[src/rtl/cache_mem_responder.sv]
// cache_mem_responder
//   Responder side of the cache control interface. Accepts word reads and
//   writes from the dcache and word reads from the icache. It forwards one
//   request at a time to a single-ported RAM, and the dcache has priority.
//   A completed word is signalled by dropping the owning requester's wait
//   line for exactly one cycle.
//
// Ports
//   CLK, RST              clock; synchronous active-high reset
//   iREN, iaddr           icache read request and word address
//   iwait, iload          icache wait (0 = done) and read data
//   dREN, dWEN            dcache read / write request (write wins)
//   daddr, dstore         dcache word address and write data
//   dwait, dload          dcache wait (0 = done) and read data
//   ramREN, ramWEN        RAM read / write strobes
//   ramaddr, ramstore     RAM address and write data
//   ramload, ramready     RAM read data and access-complete flag
//   busy                  high whenever the responder is not idle
module cache_mem_responder #(
    parameter int MIN_LAT = 2,
    parameter int ADDR_W  = 32
) (
    input  logic              CLK,
    input  logic              RST,
    input  logic              iREN,
    input  logic [ADDR_W-1:0] iaddr,
    output logic              iwait,
    output logic [31:0]       iload,
    input  logic              dREN,
    input  logic              dWEN,
    input  logic [ADDR_W-1:0] daddr,
    input  logic [31:0]       dstore,
    output logic              dwait,
    output logic [31:0]       dload,
    output logic              ramREN,
    output logic              ramWEN,
    output logic [ADDR_W-1:0] ramaddr,
    output logic [31:0]       ramstore,
    input  logic [31:0]       ramload,
    input  logic              ramready,
    output logic              busy
);

    localparam int CNT_W = $clog2(MIN_LAT + 1);

    typedef enum logic [1:0] {
        IDLE   = 2'd0,
        ACCESS = 2'd1,
        DONE   = 2'd2
    } state_t;

    typedef enum logic [1:0] {
        OWN_NONE = 2'd0,
        OWN_I    = 2'd1,
        OWN_D    = 2'd2
    } owner_t;

    state_t            state_q,   state_d;
    owner_t            owner_q,   owner_d;
    logic [ADDR_W-1:0] addr_q,    addr_d;
    logic              op_q,      op_d;      // 1 = write
    logic [31:0]       data_q,    data_d;
    logic [CNT_W-1:0]  lat_cnt_q, lat_cnt_d;
    logic [31:0]       load_q,    load_d;

    // Live view of whatever the current owner is presenting right now.
    logic              own_active;
    logic [ADDR_W-1:0] own_addr;
    logic              own_op;

    always_comb begin
        own_active = 1'b0;
        own_addr   = '0;
        own_op     = 1'b0;
        case (owner_q)
            OWN_D: begin
                own_active = dREN | dWEN;
                own_addr   = daddr;
                own_op     = dWEN;
            end
            OWN_I: begin
                own_active = iREN;
                own_addr   = iaddr;
                own_op     = 1'b0;
            end
            default: ;
        endcase
    end

    always_comb begin
        state_d   = state_q;
        owner_d   = owner_q;
        addr_d    = addr_q;
        op_d      = op_q;
        data_d    = data_q;
        lat_cnt_d = lat_cnt_q;
        load_d    = load_q;

        case (state_q)
            IDLE: begin
                lat_cnt_d = '0;
                load_d    = '0;
                owner_d   = OWN_NONE;
                if (dREN | dWEN) begin
                    owner_d = OWN_D;
                    addr_d  = daddr;
                    op_d    = dWEN;
                    data_d  = dstore;
                    state_d = ACCESS;
                end else if (iREN) begin
                    owner_d = OWN_I;
                    addr_d  = iaddr;
                    op_d    = 1'b0;
                    data_d  = '0;
                    state_d = ACCESS;
                end
            end
            ACCESS: begin
                if (!own_active) begin
                    // Owner gave up: abandon silently.
                    state_d = IDLE;
                    owner_d = OWN_NONE;
                end else if (own_addr != addr_q || own_op != op_q) begin
                    // Owner moved to a different access: start it over.
                    addr_d    = own_addr;
                    op_d      = own_op;
                    data_d    = (owner_q == OWN_D) ? dstore : '0;
                    lat_cnt_d = '0;
                end else begin
                    if (lat_cnt_q != CNT_W'(MIN_LAT))
                        lat_cnt_d = lat_cnt_q + 1'b1;
                    if (ramready && lat_cnt_q >= CNT_W'(MIN_LAT - 1)) begin
                        load_d  = op_q ? 32'h0 : ramload;
                        state_d = DONE;
                    end
                end
            end
            DONE: begin
                state_d = IDLE;
            end
            default: begin
                state_d = IDLE;
                owner_d = OWN_NONE;
            end
        endcase
    end

    always_ff @(posedge CLK) begin
        if (RST) begin
            state_q   <= IDLE;
            owner_q   <= OWN_NONE;
            addr_q    <= '0;
            op_q      <= 1'b0;
            data_q    <= '0;
            lat_cnt_q <= '0;
            load_q    <= '0;
        end else begin
            state_q   <= state_d;
            owner_q   <= owner_d;
            addr_q    <= addr_d;
            op_q      <= op_d;
            data_q    <= data_d;
            lat_cnt_q <= lat_cnt_d;
            load_q    <= load_d;
        end
    end

    // Outputs depend only on registered state, never on live inputs.
    always_comb begin
        iwait    = 1'b1;
        dwait    = 1'b1;
        iload    = '0;
        dload    = '0;
        ramREN   = 1'b0;
        ramWEN   = 1'b0;
        ramaddr  = '0;
        ramstore = '0;
        busy     = (state_q != IDLE);
        case (state_q)
            ACCESS: begin
                ramREN   = ~op_q;
                ramWEN   = op_q;
                ramaddr  = addr_q;
                ramstore = data_q;
            end
            DONE: begin
                if (owner_q == OWN_D) begin
                    dwait = 1'b0;
                    dload = load_q;
                end else if (owner_q == OWN_I) begin
                    iwait = 1'b0;
                    iload = load_q;
                end
            end
            default: ;
        endcase
    end

endmodule
[config.mk]
export PLATFORM = sky130hd
export DESIGN_NAME = cache_mem_responder
export DESIGN_NICKNAME = d
export VERILOG_FILES = /design/src/rtl/cache_mem_responder.sv
export SDC_FILE = /design/constraint.sdc
export NUM_CORES = 1
export LEC_CHECK = 0
export ABC_AREA = 1
export CAP_MARGIN = 30
export CORE_MARGIN = 2
export CORE_UTILIZATION = 49
export DETAILED_ROUTE_END_ITERATION = 10
export PLACE_DENSITY_LB_ADDON = 0.12
export SLEW_MARGIN = 20
export SYNTH_ARGS = -nofsm -noshare
export SYNTH_HDL_FRONTEND = slang
export SYNTH_SLANG_ARGS = --single-unit
[constraint.sdc]
create_clock -name CLK -period 5.9 [get_ports CLK]
set_input_delay 0.885 -clock CLK [delete_from_list [all_inputs] [get_ports CLK]]
set_output_delay 0.885 -clock CLK [all_outputs]
set_load 0.005 [all_outputs]
==> key figures <==
Timing
  • Final hold vios: 0
  • Endpoints failing setup: 0
  • Final min period: ~3.8 ns
  • Relative slew margins: between 40% and 50%
  • Worst setup margin: 2.09 ns
  • Post-Route Skew: ~0.010 ns
  • RSZ-0062 raised after global routing: false
  • Highest Clock Rate: roughly 0.26 GHz
  • Worst-Margin Slew: roughly 0.85 ns
  • Fin. max-slew vios: 0
  • Tcrit/Tclk final: between 60% and 70%
  • Setup TNS: 0 ns

Cells and area
  • Layout fillers: around 1,300
  • Layout Nets: 1,609
  • Ant. Diodes: 0
  • Layout cells sized above 1: 3.19%
  • Area growth from synthesis to layout: 41.7%
  • Fin util: between 70 and 80%
  • Multi-input gate area in the final layout: 4050 um2
  • Seq. cell area: between 2000 and 2500 um2
  • Fin area: about 10,000 um2

CTS
  • CTS buffer count: 9
  • Sink Count: ~100
  • CTS resizes: 0
  • CTS HTree Levels: 3
  • Clk buf depth: 2
  • CTS Hold Bufs: 0
  • Clock Pin Slew Worst Setup and Hold Paths: about 0.07 ns
  • Root buf cell: clkbuf_16
  • CTS tree: yes
  • Post-CTS setup repair buffer count: 0
  • Clock latency on the worst-skew pair: ~0.35 ns

Critical path
  • Critical path launch point: owner_q[0]
  • R2r setup slk: ~2.3 ns
  • Cells along the critical path: inv_1 -> ha_1 -> inv_2 -> nand2_1 -> buf_16 -> nor3_1 -> clkdlybuf4s50_1
  • Levels on crit path: 7
  • Critical path's top delay family: buffers and inverters
  • Worst reg2reg path depth: 18
  • Critical Path Max Stage Delay: ~0.58 ns
  • Kind of launch point of the worst setup path: register
  • CP Data Required Time: 5.02 ns
  • Worst path bufs/invs: 4
  • R2R Path Start: owner_q[0]
  • Crit Path Max Fanout: 19
  • Worst Setup EP: iload[25]
  • R2r endpoint: load_q[7]
  • CP arrival: between 2 and 3 ns
  • Crit Path Category: register to output pin
  • Worst setup EP type: output pin
  • Slowest library cell on the worst path: clkdlybuf4s50_1

Outcome
  • Status: finished, final reports clean

Place
  • DP HPWL: between 15,000 and 20,000 um
  • DP Worst Slack: approximately 1.8 ns
  • Placed inst area: roughly 9700 um2
  • PortBufs: ~270
  • GP Congestion: slightly above 0.9

Route
  • TritonRoute pass-1 iters: 5
  • 1st-iter DRT viols: 613
  • DRC violations left: 0
  • Final wirelength: ~23,000 um
  • Via count: about 8,400
  • Met1 wire length: around 10000 um
  • Metal2 WL: roughly 11,000 um
  • Vias per cell: 5.10
  • Met3 wire length: about 1700 um
  • Post-route ant nets: 0
  • Highest Signal Layer: met4
  • WL/cell: approximately 14 um

Run
  • Max-cap violation count: 0

Global routing
  • First-pass GRT wire length: ~37,000 um
  • Vias in the first global route: around 7,400
  • Pin count of the biggest net entering global routing: 80
  • GR Overflow Total: 0
  • Total GRT Usage: between 20% and 30%
  • Initial antenna violation count: 0

Die
  • Core Region: 14,000 um2
  • I/O pin total: ~270
  • Total Die Area: between 15,000 and 20,000 um2
  • Initial core utilization: between 50% and 60%
  • Die span in x: about 120 um
  • Chip Height: between 100 and 150 um
  • # rows: between 40 and 50

Power and ir drop
  • Net Sw Frac: approximately a third
  • Peak VDD IR: 0.165 mV
  • PwrDens: 203 nW/um2
  • Leakage: 0.00441 uW
  • Int Power: between 1000 and 1500 uW
  • Proportion of power drawn by the clock network: between 20% and 30%
  • Comb pwr share: approximately 31%
  • Register share of total power: approximately two fifths
  • NetSw: roughly 670 uW

Logic synthesis
  • Number of synthesized flops with an enable pin: 0
  • Unique masters post-synth: 28
  • Cells after Synth: approximately 1,300
  • Post-synthesis compound-gate area fraction: 13.3%
  • Sequential area share after synthesis: between 20% and 30%
  • Synth top cells by count: nand2_1, nor2_1, inv_1, dfxtp_1, a21oi_1
  • Post-Syn Nets: 1,399
  • Count leader, synth: nand2_1
  • Top-area cell type share of the netlist area: 29.1%
  • Post-Synth Simple-Gate Area: a little over two fifths
  • Largest family of logic cells by synthesized area: simple AND/OR/NAND/NOR gates
  • Flops & latches, synth: roughly 100
  • Avg Inst Size Synth: ~5.6 um2
  • Fraction of synthesis flops using an asynchronous set or reset pin: 0%
  • Mux share of post-synthesis cell area: 0%
  • Post-Synth Adder-Cell Area: 0.882%
  • Warnings, synthesis: 0
  • XOR/XNOR Fraction of Synth Area: less than 1%
  • Primary FF master, synth: dfxtp_1
  • Synth area leader: dfxtp_1
  • Synth top area cells: dfxtp_1, nand2_1, nor2_1
  • Mapped Area: approximately 7000 um2

Hold path
  • Min-delay worst type: register to register
layout by cell type, fill, tap and decap left out, types with 18 or more instances in the layout:
master / synthesis / layout
a21oi_1: 91 / 91
a22oi_1: 27 / 27
clkdlybuf4s50_1: 0 / 266
dfxtp_1: 103 / 103
inv_1: 148 / 147
nand2_1: 359 / 359
nand3_1: 59 / 59
nor2_1: 277 / 274
nor3_1: 32 / 32
o21ai_0: 30 / 30
o21ai_1: 19 / 18
worst min path at each step:
| stage | start | cells past startpoint | slack, ns | end |
|---|---|---|---|---|
| finish | addr_q[13] | 2 | 0.48 | addr_q[13] |
| global route | addr_q[4] | 2 | 0.50 | addr_q[4] |
| CTS | addr_q[7] | 2 | 0.48 | addr_q[7] |
| detailed placement | load_q[31] | 2 | 0.47 | load_q[31] |
| global placement | data_q[5] | 2 | 0.46 | data_q[5] |
| floorplan | load_q[0] | 2 | 0.45 | load_q[0] |
power groups by stage:
stage | combinational, uW | clock [uW] | sequential, uW
after floorplan | 401 | 0 | 814
after global placement | 608 | 0 | 822
after detailed placement | 618 | 0 | 823
after CTS | 622 | 593 | 808
after global routing | 714 | 619 | 816
final | 637 | 588 | 809
cells by family after synthesis:
logic type	Yosys count
AO/OA/AOI/OAI	170
XOR/XNOR	2
adder cells (fa/ha/maj)	5
buffers and inverters	235
flip-flops	103
AND/OR/NAND/NOR	745
sequential cells by signal, indices dropped and copies added, names as in the netlist:
name and flops:
lat_cnt_q 2, data_q 32, owner_q 2, load_q 32
op_q 1, addr_q 32, state_q 2
metal layers:
metal / vias to the layer above / GRT usage (%)
li1: 4311 / -
met1: 3796 / 36.8
met2: 303 / 47.8
met3: 27 / 5.50
met4: 0 / 7.07
met5: - / 0
worst min-delay path: cells and delay by family, from the launching register on:
| family | cells | cell delay [ns] |
|---|---|---|
| and+or+nand+nor | 1 | 0.06 |
| DFF | 1 | 0.32 |
| AOI/OAI and AO/OA | 1 | 0.06 |
stage by stage:
stage | power (uW) | hold WS [ns] | std cells
floorplan | 1220 | 0.452 | 1260
global placement | 1430 | 0.460 | 1634
detailed placement | 1440 | 0.470 | 1636
CTS | 2020 | 0.482 | 1650
global route | 2150 | 0.498 | 1653
finish | 2030 | 0.482 | 1653
layout make-up:
class / instances / share of cell area, %
multi-input combinational: 922 / 40.3
timing repair buffer: 281 / 28.4
sequential: 103 / 20.5
inverter: 153 / 5.72
clock buffer: 11 / 2.32
tap: 180 / 2.24
clock inverter: 3 / 0.461
No activity file was read; power rests on OpenSTA's default activity.
